$ cat src/rtl/arbiter_n2_pkg.sv
// Shared types for the 2-requester arbiter and the shared output port that consumes its grant.
package arbiter_n2_pkg;

   localparam int N_REQ = 2;

   typedef logic [N_REQ-1:0] req_t;
   typedef logic [N_REQ-1:0] gnt_t;
   typedef logic             src_t;

   typedef enum logic [1:0] {
      IDLE  = 2'd0,
      BUSY  = 2'd1,
      DRAIN = 2'd2
   } shport_state_t;

endpackage

$ cat src/rtl/shared_port_n2_if.sv
// Bus bundle between the requesters/arbiter (master) and the shared port (slave).
interface shared_port_n2_if
   import arbiter_n2_pkg::*;
#(
   parameter int DW = 8
);
   gnt_t              gnt;
   logic [N_REQ-1:0]  in_valid;
   logic [DW-1:0]     in_data [0:N_REQ-1];
   logic [N_REQ-1:0]  in_last;
   logic [N_REQ-1:0]  in_ready;
   logic              out_valid;
   logic [DW-1:0]     out_data;
   logic              out_last;
   src_t              out_src;
   logic              out_ready;
   logic [N_REQ-1:0]  done;
   logic              trunc;

   modport master (
      output gnt, in_valid, in_data, in_last, out_ready,
      input  in_ready, out_valid, out_data, out_last, out_src, done, trunc
   );

   modport slave (
      input  gnt, in_valid, in_data, in_last, out_ready,
      output in_ready, out_valid, out_data, out_last, out_src, done, trunc
   );
endinterface

$ cat src/rtl/shport_out_reg.sv
// Single registered output stage with valid/ready hold, reusable by any shared port.
module shport_out_reg #(
   parameter int W  = 8,
   parameter int SW = 1
) (
   input  logic          clk,
   input  logic          rst,
   input  logic          load,
   input  logic [W-1:0]  ld_data,
   input  logic          ld_last,
   input  logic [SW-1:0] ld_src,
   input  logic          q_ready,
   output logic          q_valid,
   output logic [W-1:0]  q_data,
   output logic          q_last,
   output logic [SW-1:0] q_src,
   output logic          can_load
);

   // A beat moves when valid && ready; once q_valid rises the payload is frozen until it moves.
   // The caller only asserts load while can_load is high.
   assign can_load = !q_valid || q_ready;

   always_ff @(posedge clk) begin
      if (rst) begin
         q_valid <= 1'b0;
         q_data  <= '0;
         q_last  <= 1'b0;
         q_src   <= '0;
      end else if (load) begin
         q_valid <= 1'b1;
         q_data  <= ld_data;
         q_last  <= ld_last;
         q_src   <= ld_src;
      end else if (q_ready) begin
         q_valid <= 1'b0;
      end
   end

endmodule

$ cat src/rtl/shared_port_n2.sv
// Locks the shared output port to the granted requester for a whole burst.
// Optional burst length limit: define SHARED_PORT_BURST_LIMIT_EN.
module shared_port_n2
   import arbiter_n2_pkg::*;
#(
   parameter int DW        = 8,
   parameter int MAX_BEATS = 16
) (
   input  logic          clk,
   input  logic          rst,
   shared_port_n2_if.slave bus,
   output shport_state_t dbg_state
);

   localparam logic [1:0] ST_IDLE  = 2'(IDLE);
   localparam logic [1:0] ST_BUSY  = 2'(BUSY);
   localparam logic [1:0] ST_DRAIN = 2'(DRAIN);

   if (MAX_BEATS < 2) begin : g_param_check
      $error("MAX_BEATS must be >= 2");
   end

   logic [1:0] state;
   src_t       sel;
   logic       can_load;
   logic       in_xfer;
   logic       out_xfer;
   logic       cut;
   logic       beat_last;

   assign in_xfer   = !rst && (state == ST_BUSY) && can_load && bus.in_valid[sel];
   assign out_xfer  = bus.out_valid && bus.out_ready;
   assign beat_last = bus.in_last[sel] || cut;
   assign dbg_state = shport_state_t'(state);

   always_comb begin
      bus.in_ready = '0;
      if (!rst && state == ST_BUSY) bus.in_ready[sel] = can_load;
   end

`ifdef SHARED_PORT_BURST_LIMIT_EN
   localparam int CW = $clog2(MAX_BEATS + 1);
   logic [CW-1:0] cnt;

   // Counter sits at zero in IDLE, so every burst starts counting from its first beat.
   always_ff @(posedge clk) begin
      if (rst || state == ST_IDLE) cnt <= '0;
      else if (in_xfer)            cnt <= cnt + CW'(1);
   end

   assign cut = in_xfer && !bus.in_last[sel] && (cnt == CW'(MAX_BEATS - 1));
`else
   assign cut = 1'b0;
`endif

   assign bus.trunc = cut;
   assign bus.done  = (!rst && state == ST_DRAIN && out_xfer) ?
                      (sel ? 2'b10 : 2'b01) : 2'b00;

   always_ff @(posedge clk) begin
      if (rst) begin
         state <= ST_IDLE;
         sel   <= 1'b0;
      end else begin
         case (state)
            ST_IDLE: begin
               // Only a clean one-hot grant opens a burst.
               if (bus.gnt == 2'b01) begin
                  sel   <= 1'b0;
                  state <= ST_BUSY;
               end else if (bus.gnt == 2'b10) begin
                  sel   <= 1'b1;
                  state <= ST_BUSY;
               end
            end
            ST_BUSY:  if (in_xfer && beat_last) state <= ST_DRAIN;
            ST_DRAIN: if (out_xfer) state <= ST_IDLE;
            default:  state <= ST_IDLE;
         endcase
      end
   end

   shport_out_reg #(.W(DW), .SW(1)) u_out (
      .clk      (clk),
      .rst      (rst),
      .load     (in_xfer),
      .ld_data  (bus.in_data[sel]),
      .ld_last  (beat_last),
      .ld_src   (sel),
      .q_ready  (bus.out_ready),
      .q_valid  (bus.out_valid),
      .q_data   (bus.out_data),
      .q_last   (bus.out_last),
      .q_src    (bus.out_src),
      .can_load (can_load)
   );

endmodule
$ cat src/flat_wrapper.sv
// flat-port wrapper written by rule: the top's interface ports become plain ports
module shared_port_n2_flat import arbiter_n2_pkg::*;
#(
   parameter int DW        = 8,
   parameter int MAX_BEATS = 16
)
  (clk, rst, dbg_state, bus_gnt, bus_in_valid, bus_in_data, bus_in_last, bus_out_ready, bus_in_ready, bus_out_valid, bus_out_data, bus_out_last, bus_out_src, bus_done, bus_trunc);
  shared_port_n2_if #(.DW(DW)) bus_i ();
  input  logic clk;
  input  logic rst;
  output shport_state_t dbg_state;
  input wire logic [$bits(bus_i.gnt)-1:0] bus_gnt;
  input wire logic [$bits(bus_i.in_valid)-1:0] bus_in_valid;
  input wire logic [$bits(bus_i.in_data)-1:0] bus_in_data;
  input wire logic [$bits(bus_i.in_last)-1:0] bus_in_last;
  input wire logic [$bits(bus_i.out_ready)-1:0] bus_out_ready;
  output wire logic [$bits(bus_i.in_ready)-1:0] bus_in_ready;
  output wire logic [$bits(bus_i.out_valid)-1:0] bus_out_valid;
  output wire logic [$bits(bus_i.out_data)-1:0] bus_out_data;
  output wire logic [$bits(bus_i.out_last)-1:0] bus_out_last;
  output wire logic [$bits(bus_i.out_src)-1:0] bus_out_src;
  output wire logic [$bits(bus_i.done)-1:0] bus_done;
  output wire logic [$bits(bus_i.trunc)-1:0] bus_trunc;
  assign bus_i.gnt = bus_gnt;
  assign bus_i.in_valid = bus_in_valid;
  assign bus_i.in_data = {>>{bus_in_data}};
  assign bus_i.in_last = bus_in_last;
  assign bus_i.out_ready = bus_out_ready;
  assign bus_in_ready = bus_i.in_ready;
  assign bus_out_valid = bus_i.out_valid;
  assign bus_out_data = bus_i.out_data;
  assign bus_out_last = bus_i.out_last;
  assign bus_out_src = bus_i.out_src;
  assign bus_done = bus_i.done;
  assign bus_trunc = bus_i.trunc;
  shared_port_n2 #(.DW(DW), .MAX_BEATS(MAX_BEATS)) u_core (.clk(clk), .rst(rst), .bus(bus_i), .dbg_state(dbg_state));
endmodule
$ cat config.mk
export PLATFORM = sky130hd
export DESIGN_NAME = shared_port_n2_flat
export DESIGN_NICKNAME = d
export VERILOG_FILES = /design/src/rtl/arbiter_n2_pkg.sv /design/src/rtl/shared_port_n2_if.sv /design/src/rtl/shport_out_reg.sv /design/src/rtl/shared_port_n2.sv /design/src/flat_wrapper.sv
export SDC_FILE = /design/constraint.sdc
export NUM_CORES = 1
export LEC_CHECK = 0
export CORE_UTILIZATION = 36
export CTS_CLUSTER_DIAMETER = 200
export CTS_CLUSTER_SIZE = 14
export DETAILED_ROUTE_END_ITERATION = 12
export HOLD_SLACK_MARGIN = 0.08
export PLACE_DENSITY = 0.77
export SYNTH_ARGS = -nofsm -noshare
export SYNTH_HDL_FRONTEND = slang
export SYNTH_HIERARCHICAL = 1
export SYNTH_SLANG_ARGS = --single-unit
$ cat constraint.sdc
create_clock -name clk -period 1.7 [get_ports clk]
set_input_delay 0.34 -clock clk [delete_from_list [all_inputs] [get_ports clk]]
set_output_delay 0.34 -clock clk [all_outputs]
set_load 0.02 [all_outputs]
# ---- Word level (Yosys, flattened, before mapping)
# Index checks and enable logic that the tools add are counted.
dict set report word_totals {
  reg_bits 14
  out_inout_bits 18
  word_cells 55
  inputBits 25
}
dict set report classes {
  bitwise 2
  mux 21
  n_lt_le_gt_ge 3
  reduce_logical 16
  eq_ne 7
}
# op n
set ops {}
lappend ops {{2-to-1 mux 8 bit} 3}
lappend ops {{2-to-1 mux 2 bit} 7}
lappend ops {{2-to-1 mux 1 bit} 9}
lappend ops {{logical AND 1 bit} 8}
lappend ops {{one-hot mux 2 bit (3 select lines)} 1}
lappend ops {{== test 2 x 1 -> 1 bit (second input constant)} 2}
lappend ops {{== test 2 bit (second input constant)} 2}
lappend ops {{nonzero test 2 bit} 2}
lappend ops {{inequality test 3 x 1 -> 1 bit (second input constant)} 1}
lappend ops {{AND reduction 3 bit} 1}
lappend ops {{AND 2 bit} 1}
lappend ops {{>= comparator 2 bit (second input constant)} 1}
lappend ops {{logical NOT 1 bit} 2}
lappend ops {{logical NOT 2 bit} 1}
lappend ops {{< comparator 1 x 2 -> 1 bit (second input constant)} 1}
lappend ops {{inequality test 2 x 1 -> 1 bit (second input constant)} 1}
lappend ops {{inequality test 2 bit (second input constant)} 1}
lappend ops {{inverter 1 -> 2 bit} 1}
lappend ops {{AND reduction 2 bit} 1}
lappend ops {{demux 1 bit (select 1 bit)} 1}
lappend ops {{>= comparator 1 bit (second input constant)} 1}
lappend ops {{logical OR 1 bit} 1}

# ---- Logic depth before layout (Yosys ltp)
# Gate-level depths: netlist (run 1).
dict set report logic_depth {
  ltp_word 7
  depth_mapped 6
  depth_no_buf 5
}

# ---- Hierarchy
# The synthesis (run 1) kept the hierarchy.
# module instances seq_area_each_um2 area_each_um2 cells_per_inst
set by_module_without_submodules {}
lappend by_module_without_submodules {shport_out_reg 1 220.2 389.1 36}
lappend by_module_without_submodules {shared_port_n2 1 60.1 345.3 36}

# ---- Least setup slack after synthesis (run 1)
# Ideal clock, no wire load.
dict set report synth_timing {
  path_kind {reg2reg}
  from {register u_core.state[1] (netlist: u_core/dbg_state[1])}
  to {register u_core.u_out.q_data[0]}
  setup_time_ps 117
  path_slack_ps 218
  stages_incl_launch_ff 6
  arrival_time_ps 1365
  cell_sequence {dfxtp_1 nand4bb_1 nor2_1 buf_6 mux2i_1 nor2_1}
}
dict set report synth_between {
  elab_chain_cells 4
}
# element line
set synth_lines {}
lappend synth_lines {{start: declaration} shared_port_n2.sv:23} ;# logic [1:0] state;
lappend synth_lines {{start signal: assignment} shared_port_n2.sv:62} ;# state <= ST_IDLE;
lappend synth_lines {{start signal: assignment} shared_port_n2.sv:70} ;# state <= ST_BUSY;
lappend synth_lines {{start signal: assignment} shared_port_n2.sv:73} ;# state <= ST_BUSY;
lappend synth_lines {{== test 2 x 1 -> 1 bit} shared_port_n2.sv:31} ;# assign in_xfer = !rst && (state == ST_BUSY) && can_load && bus.in_valid[sel];
lappend synth_lines {{logical AND 1 bit (3 in a row)} shared_port_n2.sv:31}
lappend synth_lines {{net u_core.in_xfer} shared_port_n2.sv:26} ;# logic in_xfer;
lappend synth_lines {{end signal: assignment} shport_out_reg.sv:32} ;# q_data <= ld_data;
lappend synth_lines {{end: declaration} shport_out_reg.sv:14} ;# output logic [W-1:0] q_data,
# The timed path passes the listed nets, and every way through them passes these cells.
# A chain may end at the register's enable or synchronous reset.

# ---- Worst setup path after layout (run 1)
dict set report layout_timing {
  from {register u_core.state[1] (netlist: u_core/dbg_state[1])}
  to {output port dbg_state[1]}
}
# element line
set layout_rtl {}
lappend layout_rtl {{end: declaration} flat_wrapper.sv:11} ;# output shport_state_t dbg_state;
# No word-level cell between the ends.

==> impl_metrics.env, run 1 <==
export IMPL_dp_slack_ns=-0.514
export IMPL_hold_ws_ns=0.508
export IMPL_finalHoldViolations=0
export IMPL_path_cells="clkdlybuf4s50_1"
export IMPL_dr_first_iter_drc_count=2
export IMPL_hold_class="flop to flop"
export IMPL_worstHoldStart="u_core/u_out/q_data[6]$_SDFFE_PP0P_"
export IMPL_worstReg2RegStart="u_core/sel$_SDFFE_PP0P_"
export IMPL_cp_data_arrival_time_ns=1.27
export IMPL_timing_final_crit_share=0.946
export IMPL_internal_power_uw=590
export IMPL_rsz0062_at_grt="no"
export IMPL_io_pins=43
export IMPL_p_comb_frac=0.336
export IMPL_fin_crit_ns=1.61
export IMPL_clk_pin_slew_ns=0.07
export IMPL_skew_ns=0.00110
export IMPL_vias_per_cell=4.64
export IMPL_ys_seq_area_frac=0.382
export IMPL_totalWireLength_microns=1810
export IMPL_die_w_microns=47.2
export IMPL_crit_slowest_cell="clkdlybuf4s50_1"
export IMPL_synthArstFlopShare=0
export IMPL_final_cell_area_sq_um=1250
export IMPL_die_area_sq_um=2230
export IMPL_slowest_delay_ns=0.62
export IMPL_dp_final_hpwl_microns=1420
export IMPL_min_delay_worst_endpoint="u_core/u_out/q_data[6]$_SDFFE_PP0P_"
export IMPL_outcome="completed"
export IMPL_path_class="flop to output port"
export IMPL_dr_pass1_iters=2
export IMPL_holdPathStages=2
export IMPL_crit_required_ns=1.36
export IMPL_ir_drop_uv=492
export IMPL_crit_buf_inv=1
export IMPL_r2r_slack_ns=0.14
export IMPL_clock_latency_ns=0.26
export IMPL_synth_edf_count=0
export IMPL_reg2reg_depth=4
export IMPL_seq_area_sq_um=280
export IMPL_initial_core_util=0.403
export IMPL_setup_viol=0
export IMPL_multi_input_area_sq_um=428
export IMPL_finalMaxSlewViolations=0
export IMPL_first_global_vias=676
export IMPL_clk_path_buf_depth=2
export IMPL_postPlaceCellArea_sq_um=1200
export IMPL_p_seq_frac=0.451
export IMPL_ys_ff_latch=14
export IMPL_syn_inst=72
export IMPL_dieHeight_microns=47.2
export IMPL_fp_row_count=15
export IMPL_power_density_nw_per_um2=643
export IMPL_ys_warn_count=6
export IMPL_setup_slack_ns=0.0919
export IMPL_synth_cell_types=22
export IMPL_crit_start="u_core/dbg_state[1]$_SDFFE_PP0P_"
export IMPL_crit_family="buffers and inverters"
export IMPL_antenna_left=0
export IMPL_tritoncts="yes"
export IMPL_reg2reg_to="u_core/dbg_state[0]$_SDFFE_PP0P_"
export IMPL_routedWlPerCell_microns=12.4
export IMPL_antenna_found_initial=0
export IMPL_place_gp_congestion=0.838
export IMPL_antenna_cells=0
export IMPL_max_cap_violations=0
export IMPL_path_max_fanout=4
export IMPL_worstSetupPathDepth=1
export IMPL_core_area_sq_um=1820
export IMPL_critPathLaunchType="flop"
export IMPL_cts_root_buf="clkbuf_4"
export IMPL_cts_hold_buf=0
export IMPL_clkPwrFrac=0.213
export IMPL_htree_levels=1
export IMPL_p_sw_frac=0.268
export IMPL_max_freq_mhz=622
export IMPL_area_growth_pct=70.5
export IMPL_track_usage=0.181
export IMPL_drc=0
export IMPL_power_switching_uw=216
export IMPL_cts_sinks=14
export IMPL_p_leak_uw=0.000510
export IMPL_fillCellCount=163
export IMPL_numCtsBuffers=3
export IMPL_cp_end_kind="output port"
export IMPL_grt_max_degree=14
export IMPL_synth_nets=98
export IMPL_finalNetCount=149
export IMPL_grt_first_pass_wirelength_microns=2800
export IMPL_syn_area_sq_um=734
export IMPL_vias=678
export IMPL_drive_above_1_share=0.273
export IMPL_synth_area_per_cell_sq_um=10.2
export IMPL_port_buffers=41
export IMPL_ys_flop_type="dfxtp_1"
export IMPL_grt_ovfl_total=0
[final cells by class]
type | count | area share
tap | 25 | 0.0250
clock buffer | 3 | 0.0180
inverter | 4 | 0.0120
timing repair buffer | 51 | 0.380
multi-input combinational | 49 | 0.342
sequential | 14 | 0.224
[through the flow]
step,power (uW),utilization,cells,TNS [ns]
finish,805,0.688,146,0
floorplan,511,-,72,0
global route,852,0.688,146,0
global placement,628,0.661,142,-4.19
CTS,805,0.668,145,0
detailed placement,635,0.661,142,-5.12
[kinds of logic after synthesis]
group                      Yosys count  share of synthesized area
DFF                                 14                      0.382
adders and majority gates            1                     0.0170
AOI/OAI and AO/OA                    4                     0.0664
other                                1                    0.00511
buffers and inverters                9                     0.0750
and+or+nand+nor                     23                      0.157
muxes                               20                      0.298
[routing by layer]
layer  up-vias  GRT usage  wire length, microns
li1        340          -                     -
met1       309      0.185                   712
met2        29      0.356                   972
met3         0     0.0385                   123
met4         0     0.0629                     0
met5         -          0                     0
[registers in the layout, summed over array words and instances, names as in the netlist]
signal / cells
u_core/u_out/q_data: 8
u_core/u_out/q_last: 1
u_core/dbg_state: 2
u_core/u_out/q_src: 1
u_core/sel: 1
u_core/u_out/q_valid: 1
[power groups by stage]
| stage | combinational (uW) | clock [uW] | sequential [uW] |
|---|---|---|---|
| final | 271 | 172 | 363 |
| after global routing | 289 | 197 | 366 |
| after CTS | 265 | 179 | 361 |
| after detailed placement | 267 | 0 | 368 |
| after global placement | 261 | 0 | 367 |
| after floorplan | 127 | 0 | 384 |
[how the worst max path moves through the flow]
stage,end,slack (ns)
after floorplan,u_core/u_out/q_data[0]$_SDFFE_PP0P_,0.22
after global placement,bus_in_ready[1],-0.44
after detailed placement,bus_in_ready[1],-0.51
after CTS,bus_in_ready[1],0.004
after global routing,dbg_state[1],0.05
final,dbg_state[1],0.09
[cell usage after synthesis, types with 2 or more instances]
cell / number / area, sq um
buf_2: 2 / 10.0
buf_6: 2 / 22.5
dfxtp_1: 14 / 280
inv_1: 4 / 15.0
mux2_2: 8 / 90.1
mux2i_1: 10 / 100
nor2_1: 17 / 63.8
[cells in the final DEF, fill, tap and decap left out, types with 2 or more instances in the layout]
cell,synthesis,routed
dlygate4sd2_1,0,2
inv_1,4,4
nor2_2,0,2
mux2_2,8,8
buf_4,1,13
clkdlybuf4s50_1,0,33
dlymetal6s2s_1,0,2
nor2_1,17,15
mux2i_1,10,10
clkbuf_4,0,3
dfxtp_1,14,14
[what timing repair did]
| action | CTS | global route |
|---|---|---|
| pin swaps | 1 | 2 |
| resized for setup | 21 | 6 |
| endpoints found under the setup margin | 14 | 15 |
| buffers inserted | 0 | 1 |
(Power assumes the default switching activity.)
==> run 2: changes to the inputs <==
--- a/config.mk
+++ b/config.mk
@@ -5,6 +5,7 @@
 export SDC_FILE = /design/constraint.sdc
 export NUM_CORES = 1
 export LEC_CHECK = 0
+export CORE_ASPECT_RATIO = 1.25
 export CORE_UTILIZATION = 36
 export CTS_CLUSTER_DIAMETER = 200
 export CTS_CLUSTER_SIZE = 14
==> run 2 against run 1 <==
Clock skew grew 0.0042 ns; clock power grew 3%; non-clock buffer count grew 1; register-to-register slack gained 0.07 ns; sequential power shrank 1%; highest routed layer is now met4.
==> impl_metrics.env, run 2 (same netlist as run 1, synthesis figures left out) <==
export IMPL_p_leak_uw=0.000510
export IMPL_reg2reg_depth=7
export IMPL_fin_crit_ns=1.58
export IMPL_finalMaxSlewViolations=0
export IMPL_seq_area_sq_um=280
export IMPL_drive_above_1_share=0.254
export IMPL_core_area_sq_um=1850
export IMPL_power_density_nw_per_um2=655
export IMPL_first_global_vias=703
export IMPL_initial_core_util=0.397
export IMPL_worstReg2RegStart="u_core/u_out/q_valid$_SDFFE_PP0P_"
export IMPL_port_buffers=41
export IMPL_io_pins=43
export IMPL_worstHoldStart="rst"
export IMPL_dr_first_iter_drc_count=7
export IMPL_multi_input_area_sq_um=407
export IMPL_area_growth_pct=67.3
export IMPL_holdPathStages=2
export IMPL_grt_max_degree=13
export IMPL_numCtsBuffers=3
export IMPL_ir_drop_uv=469
export IMPL_drc=0
export IMPL_critPathLaunchType="input pin"
export IMPL_path_max_fanout=4
export IMPL_dieHeight_microns=52.5
export IMPL_finalSetupTns_ns=0
export IMPL_min_delay_worst_endpoint="u_core/u_out/q_valid$_SDFFE_PP0P_"
export IMPL_layout_common_cells="clkdlybuf4s50_1, nor2_1, buf_4"
export IMPL_antenna_left=0
export IMPL_m1WireLength_microns=721
export IMPL_clk_pin_slew_ns=0.08
export IMPL_largest_reg_flops=8
export IMPL_hold_class="input pin to flop"
export IMPL_tritoncts="yes"
export IMPL_place_gp_congestion=0.801
export IMPL_highest_layer="met4"
export IMPL_setup_viol=0
export IMPL_hold_ws_ns=0.439
export IMPL_track_usage=0.175
export IMPL_antenna_cells=0
export IMPL_outcome="completed"
export IMPL_cp_end_kind="output port"
export IMPL_utilization=0.664
export IMPL_htree_levels=1
export IMPL_wl_met2_microns=835
export IMPL_max_freq_mhz=634
export IMPL_r2r_slack_ns=0.21
export IMPL_die_area_sq_um=2230
export IMPL_regMostFlops="u_core/u_out/q_data"
export IMPL_dr_pass1_iters=4
export IMPL_timing_final_crit_share=0.927
export IMPL_wl_met3_microns=148
export IMPL_totalWireLength_microns=1720
export IMPL_antenna_found_initial=0
export IMPL_cts_hold_buf=0
export IMPL_fillCellCount=167
export IMPL_path_class="input pin to output port"
export IMPL_max_cap_violations=0
export IMPL_crit_required_ns=1.36
export IMPL_fp_row_count=17
export IMPL_dp_final_hpwl_microns=1350
export IMPL_routedWlPerCell_microns=12.2
export IMPL_clock_latency_ns=0.27
export IMPL_vias_per_cell=4.91
export IMPL_cts_sinks=14
export IMPL_finalHoldViolations=0
export IMPL_finalNetCount=150
export IMPL_vias=692
export IMPL_layout_commonest_cell="clkdlybuf4s50_1"
export IMPL_cts_root_buf="clkbuf_4"
export IMPL_cp_data_arrival_time_ns=1.24
export IMPL_reg2reg_to="u_core/u_out/q_data[1]$_SDFFE_PP0P_"
export IMPL_clk_path_buf_depth=2
export IMPL_grt_ovfl_total=0
export IMPL_rsz0062_at_grt="no"
export IMPL_grt_first_pass_wirelength_microns=3000
export IMPL_skew_ns=0.00528
export IMPL_die_w_microns=42.4
export IMPL_power_uw=805
[run 2: cell types whose count changed in the layout (fill, tap and decap cells not counted), moves of 2 or more]
cell / before / now
buf_4: 13 / 15
dlygate4sd2_1: 2 / 4
nor2_1: 15 / 17
nor2_2: 2 / 0
[run 2: critical path, stage by stage]
cell and delay (ns):
dlygate4sd2_1 0.27, nor2_1 0.17, nand4_1 0.16, nor2_1 0.14, buf_4 0.15
[run 2: layout make-up]
| class | instances | share of cell area |
|---|---|---|
| well taps | 19 | 0.0193 |
| repair buffers | 52 | 0.391 |
| flip-flops and latches | 14 | 0.228 |
| inverters | 4 | 0.0122 |
| multi-input cells | 49 | 0.331 |
| clock buffers | 3 | 0.0183 |
[run 2: repair_timing]
| action | 4_1_cts | 5_1_grt |
|---|---|---|
| gates resized for setup | 25 | 1 |
| setup buffers | 1 | 0 |
| pin swaps | 2 | 0 |
| cloned | 0 | 0 |
| setup endpoints to repair | 12 | 1 |
[run 2: worst max path at each step]
stage	startpoint	end	slack, ns	depth (start not counted)
finish	rst	bus_done[1]	0.12	5
global route	rst	bus_done[1]	0.05	5
CTS	u_core/u_out/q_valid$_SDFFE_PP0P_	bus_out_valid	0.02	1
detailed placement	bus_out_ready	bus_in_ready[0]	-0.50	5
global placement	bus_out_ready	bus_in_ready[1]	-0.45	5
floorplan	u_core/dbg_state[1]$_SDFFE_PP0P_	u_core/u_out/q_data[0]$_SDFFE_PP0P_	0.22	5
[run 2: per-stage QoR]
step                area (sq um)  std cells  setup WS [ns]
floorplan                    734         72          0.218
global placement            1200        137         -0.449
detailed placement          1200        137         -0.501
CTS                         1230        141         0.0238
global route                1230        141         0.0495
finish                      1230        141          0.124
[run 2: power by group]
group          leakage [uW]  total (uW)  internal, uW  switching (uW)
sequential         0.000114         359           346            13.3
combinational      0.000383         268           161             107
clock             0.0000138         178          81.9            96.2
total              0.000510         805           589             216
[run 2: layer usage]
layer / vias up / track usage
met4: 0 / 0.0677
li1: 344 / -
met3: 2 / 0.0483
met2: 34 / 0.310
met1: 312 / 0.198
met5: - / 0
==> run 3: changes to the inputs <==
==> constraint.sdc (replaced) <==
create_clock -name clk -period 1.7 [get_ports clk]
set_input_delay 0.34 -clock clk [delete_from_list [all_inputs] [get_ports clk]]
set_output_delay 0.34 -clock clk [all_outputs]
set_load 0.005 [all_outputs]
==> run 3 against run 2 <==
Cell count up 2.8%; clock skew up 0.0029 ns; flip-flop and latch count stayed put; cell area increased by 3.4%; clock power rose by 38%; combinational power down 5%; worst setup slack lost 0.025 ns; fmax down 1.6%; utilization grew 2.2 points; count of clock-buffer cells in the layout rose by 1; largest power group unchanged.
==> impl_metrics.env, run 3 (same netlist as run 1, synthesis figures left out) <==
export IMPL_finalNetCount=153
export IMPL_ir_drop_uv=427
export IMPL_antenna_cells=0
export IMPL_cts_hold_buf=0
export IMPL_setup_slack_ns=0.0990
export IMPL_numCtsBuffers=3
export IMPL_cp_end_kind="output port"
export IMPL_max_cap_violations=0
export IMPL_antenna_found_initial=0
export IMPL_regMostFlops="u_core/u_out/q_data"
export IMPL_finalHoldViolations=0
export IMPL_port_buffers=41
export IMPL_dp_final_hpwl_microns=1390
export IMPL_first_global_vias=709
export IMPL_fin_crit_ns=1.60
export IMPL_vias=704
export IMPL_drc=0
export IMPL_clock_latency_ns=0.28
export IMPL_fp_row_count=17
export IMPL_dr_first_iter_drc_count=4
export IMPL_timing_final_crit_share=0.942
export IMPL_cts_sinks=14
export IMPL_crit_required_ns=1.36
export IMPL_dp_slack_ns=-0.392
export IMPL_grt_max_degree=13
export IMPL_finalMaxSlewViolations=0
export IMPL_antenna_left=0
export IMPL_rsz0062_at_grt="no"
export IMPL_area_growth_pct=72.9
export IMPL_critPathLaunchType="flop"
export IMPL_routedWlPerCell_microns=12.8
export IMPL_setup_viol=0
export IMPL_power_density_nw_per_um2=678
export IMPL_totalWireLength_microns=1860
export IMPL_die_w_microns=42.4
export IMPL_path_class="flop to output port"
export IMPL_max_freq_mhz=625
export IMPL_hold_class="input pin to flop"
export IMPL_initial_core_util=0.397
export IMPL_postPlaceCellArea_sq_um=1190
export IMPL_htree_levels=1
export IMPL_dr_pass1_iters=2
export IMPL_layout_commonest_cell="clkdlybuf4s50_1"
export IMPL_grt_ovfl_total=0
export IMPL_clk_pin_slew_ns=0.10
export IMPL_die_area_sq_um=2230
export IMPL_track_usage=0.190
export IMPL_drive_above_1_share=0.302
export IMPL_clk_path_buf_depth=2
export IMPL_dieHeight_microns=52.5
export IMPL_io_pins=43
export IMPL_skew_ns=0.00820
export IMPL_outcome="completed"
export IMPL_layout_common_cells="clkdlybuf4s50_1, nor2_1, buf_4"
export IMPL_final_cell_area_sq_um=1270
export IMPL_core_area_sq_um=1850
export IMPL_vias_per_cell=4.86
export IMPL_path_max_fanout=3
export IMPL_cp_data_arrival_time_ns=1.26
export IMPL_cts_root_buf="clkbuf_4"
export IMPL_largest_reg_flops=8
export IMPL_grt_first_pass_wirelength_microns=3160
export IMPL_p_leak_uw=0.000504
export IMPL_tritoncts="yes"
export IMPL_place_gp_congestion=0.764
[run 3: cell types whose count changed in the layout (fill, tap and decap cells not counted), sizes merged]
| cell | change |
|---|---|
| clkbuf | +5 |
| clkdlybuf4s50 | +3 |
| dlygate4sd2 | -2 |
| buf | -1 |
| dlymetal6s2s | -1 |
[run 3: where the power goes]
part           total (uW)  switching [uW]  internal, uW
clock                 246             116           130
sequential            361            15.0           346
combinational         255            88.0           167
total                 861             219           643
[run 3: what timing repair did]
| item | in CTS | in global routing |
|---|---|---|
| gates resized for setup | 8 | 13 |
| pin swaps | 4 | 3 |
| endpoints found under the setup margin | 14 | 3 |
| buffers inserted | 4 | 2 |
[run 3: worst paths after layout]
path                                startpoint                                  end  slack (ns)  depth (start not counted)
max           u_core/dbg_state[0]$_SDFFE_PP0P_                         dbg_state[0]         0.1                          2
min                                        rst    u_core/u_out/q_valid$_SDFFE_PP0P_        0.49                          2
max reg2reg  u_core/u_out/q_valid$_SDFFE_PP0P_  u_core/u_out/q_data[3]$_SDFFE_PP0P_        0.13                          8
min reg2reg    u_core/u_out/q_src$_SDFFE_PP0P_      u_core/u_out/q_src$_SDFFE_PP0P_        0.50                          2
[run 3: stage by stage]
step           hold slack [ns]  TNS, ns  power [uW]  instances   util
2_1_floorplan            0.409        0         490         72      -
3_3_place_gp             0.472    -4.10         602        135  0.642
3_5_place_dp             0.483    -4.98         609        135  0.642
4_1_cts                  0.441        0         862        143  0.679
5_1_grt                  0.472        0         908        145  0.686
6_report                 0.488        0         861        145  0.686
[run 3: worst max-delay path, cell delays in order (launching register included)]
cell             delay, ns
dfxtp_4               0.38
buf_4                 0.12
clkdlybuf4s50_1       0.49
[run 3: final cells by class]
cell class              count  area (sq um)
fillers                   144           581
repair buffers             55           493
multi-input cells          49           414
flip-flops and latches     14           288
clock buffers               4          36.3
well taps                  19          23.8
inverters                   4          15.0
[run 3: routing by layer]
metal | wire, microns | share of wire | track usage | vias up
li1 | - | - | - | 352
met1 | 770 | 0.42 | 0.211 | 320
met2 | 911 | 0.49 | 0.336 | 32
met3 | 173 | 0.093 | 0.0655 | 0
met4 | 0 | 0 | 0.0625 | 0
met5 | 0 | 0 | 0 | -
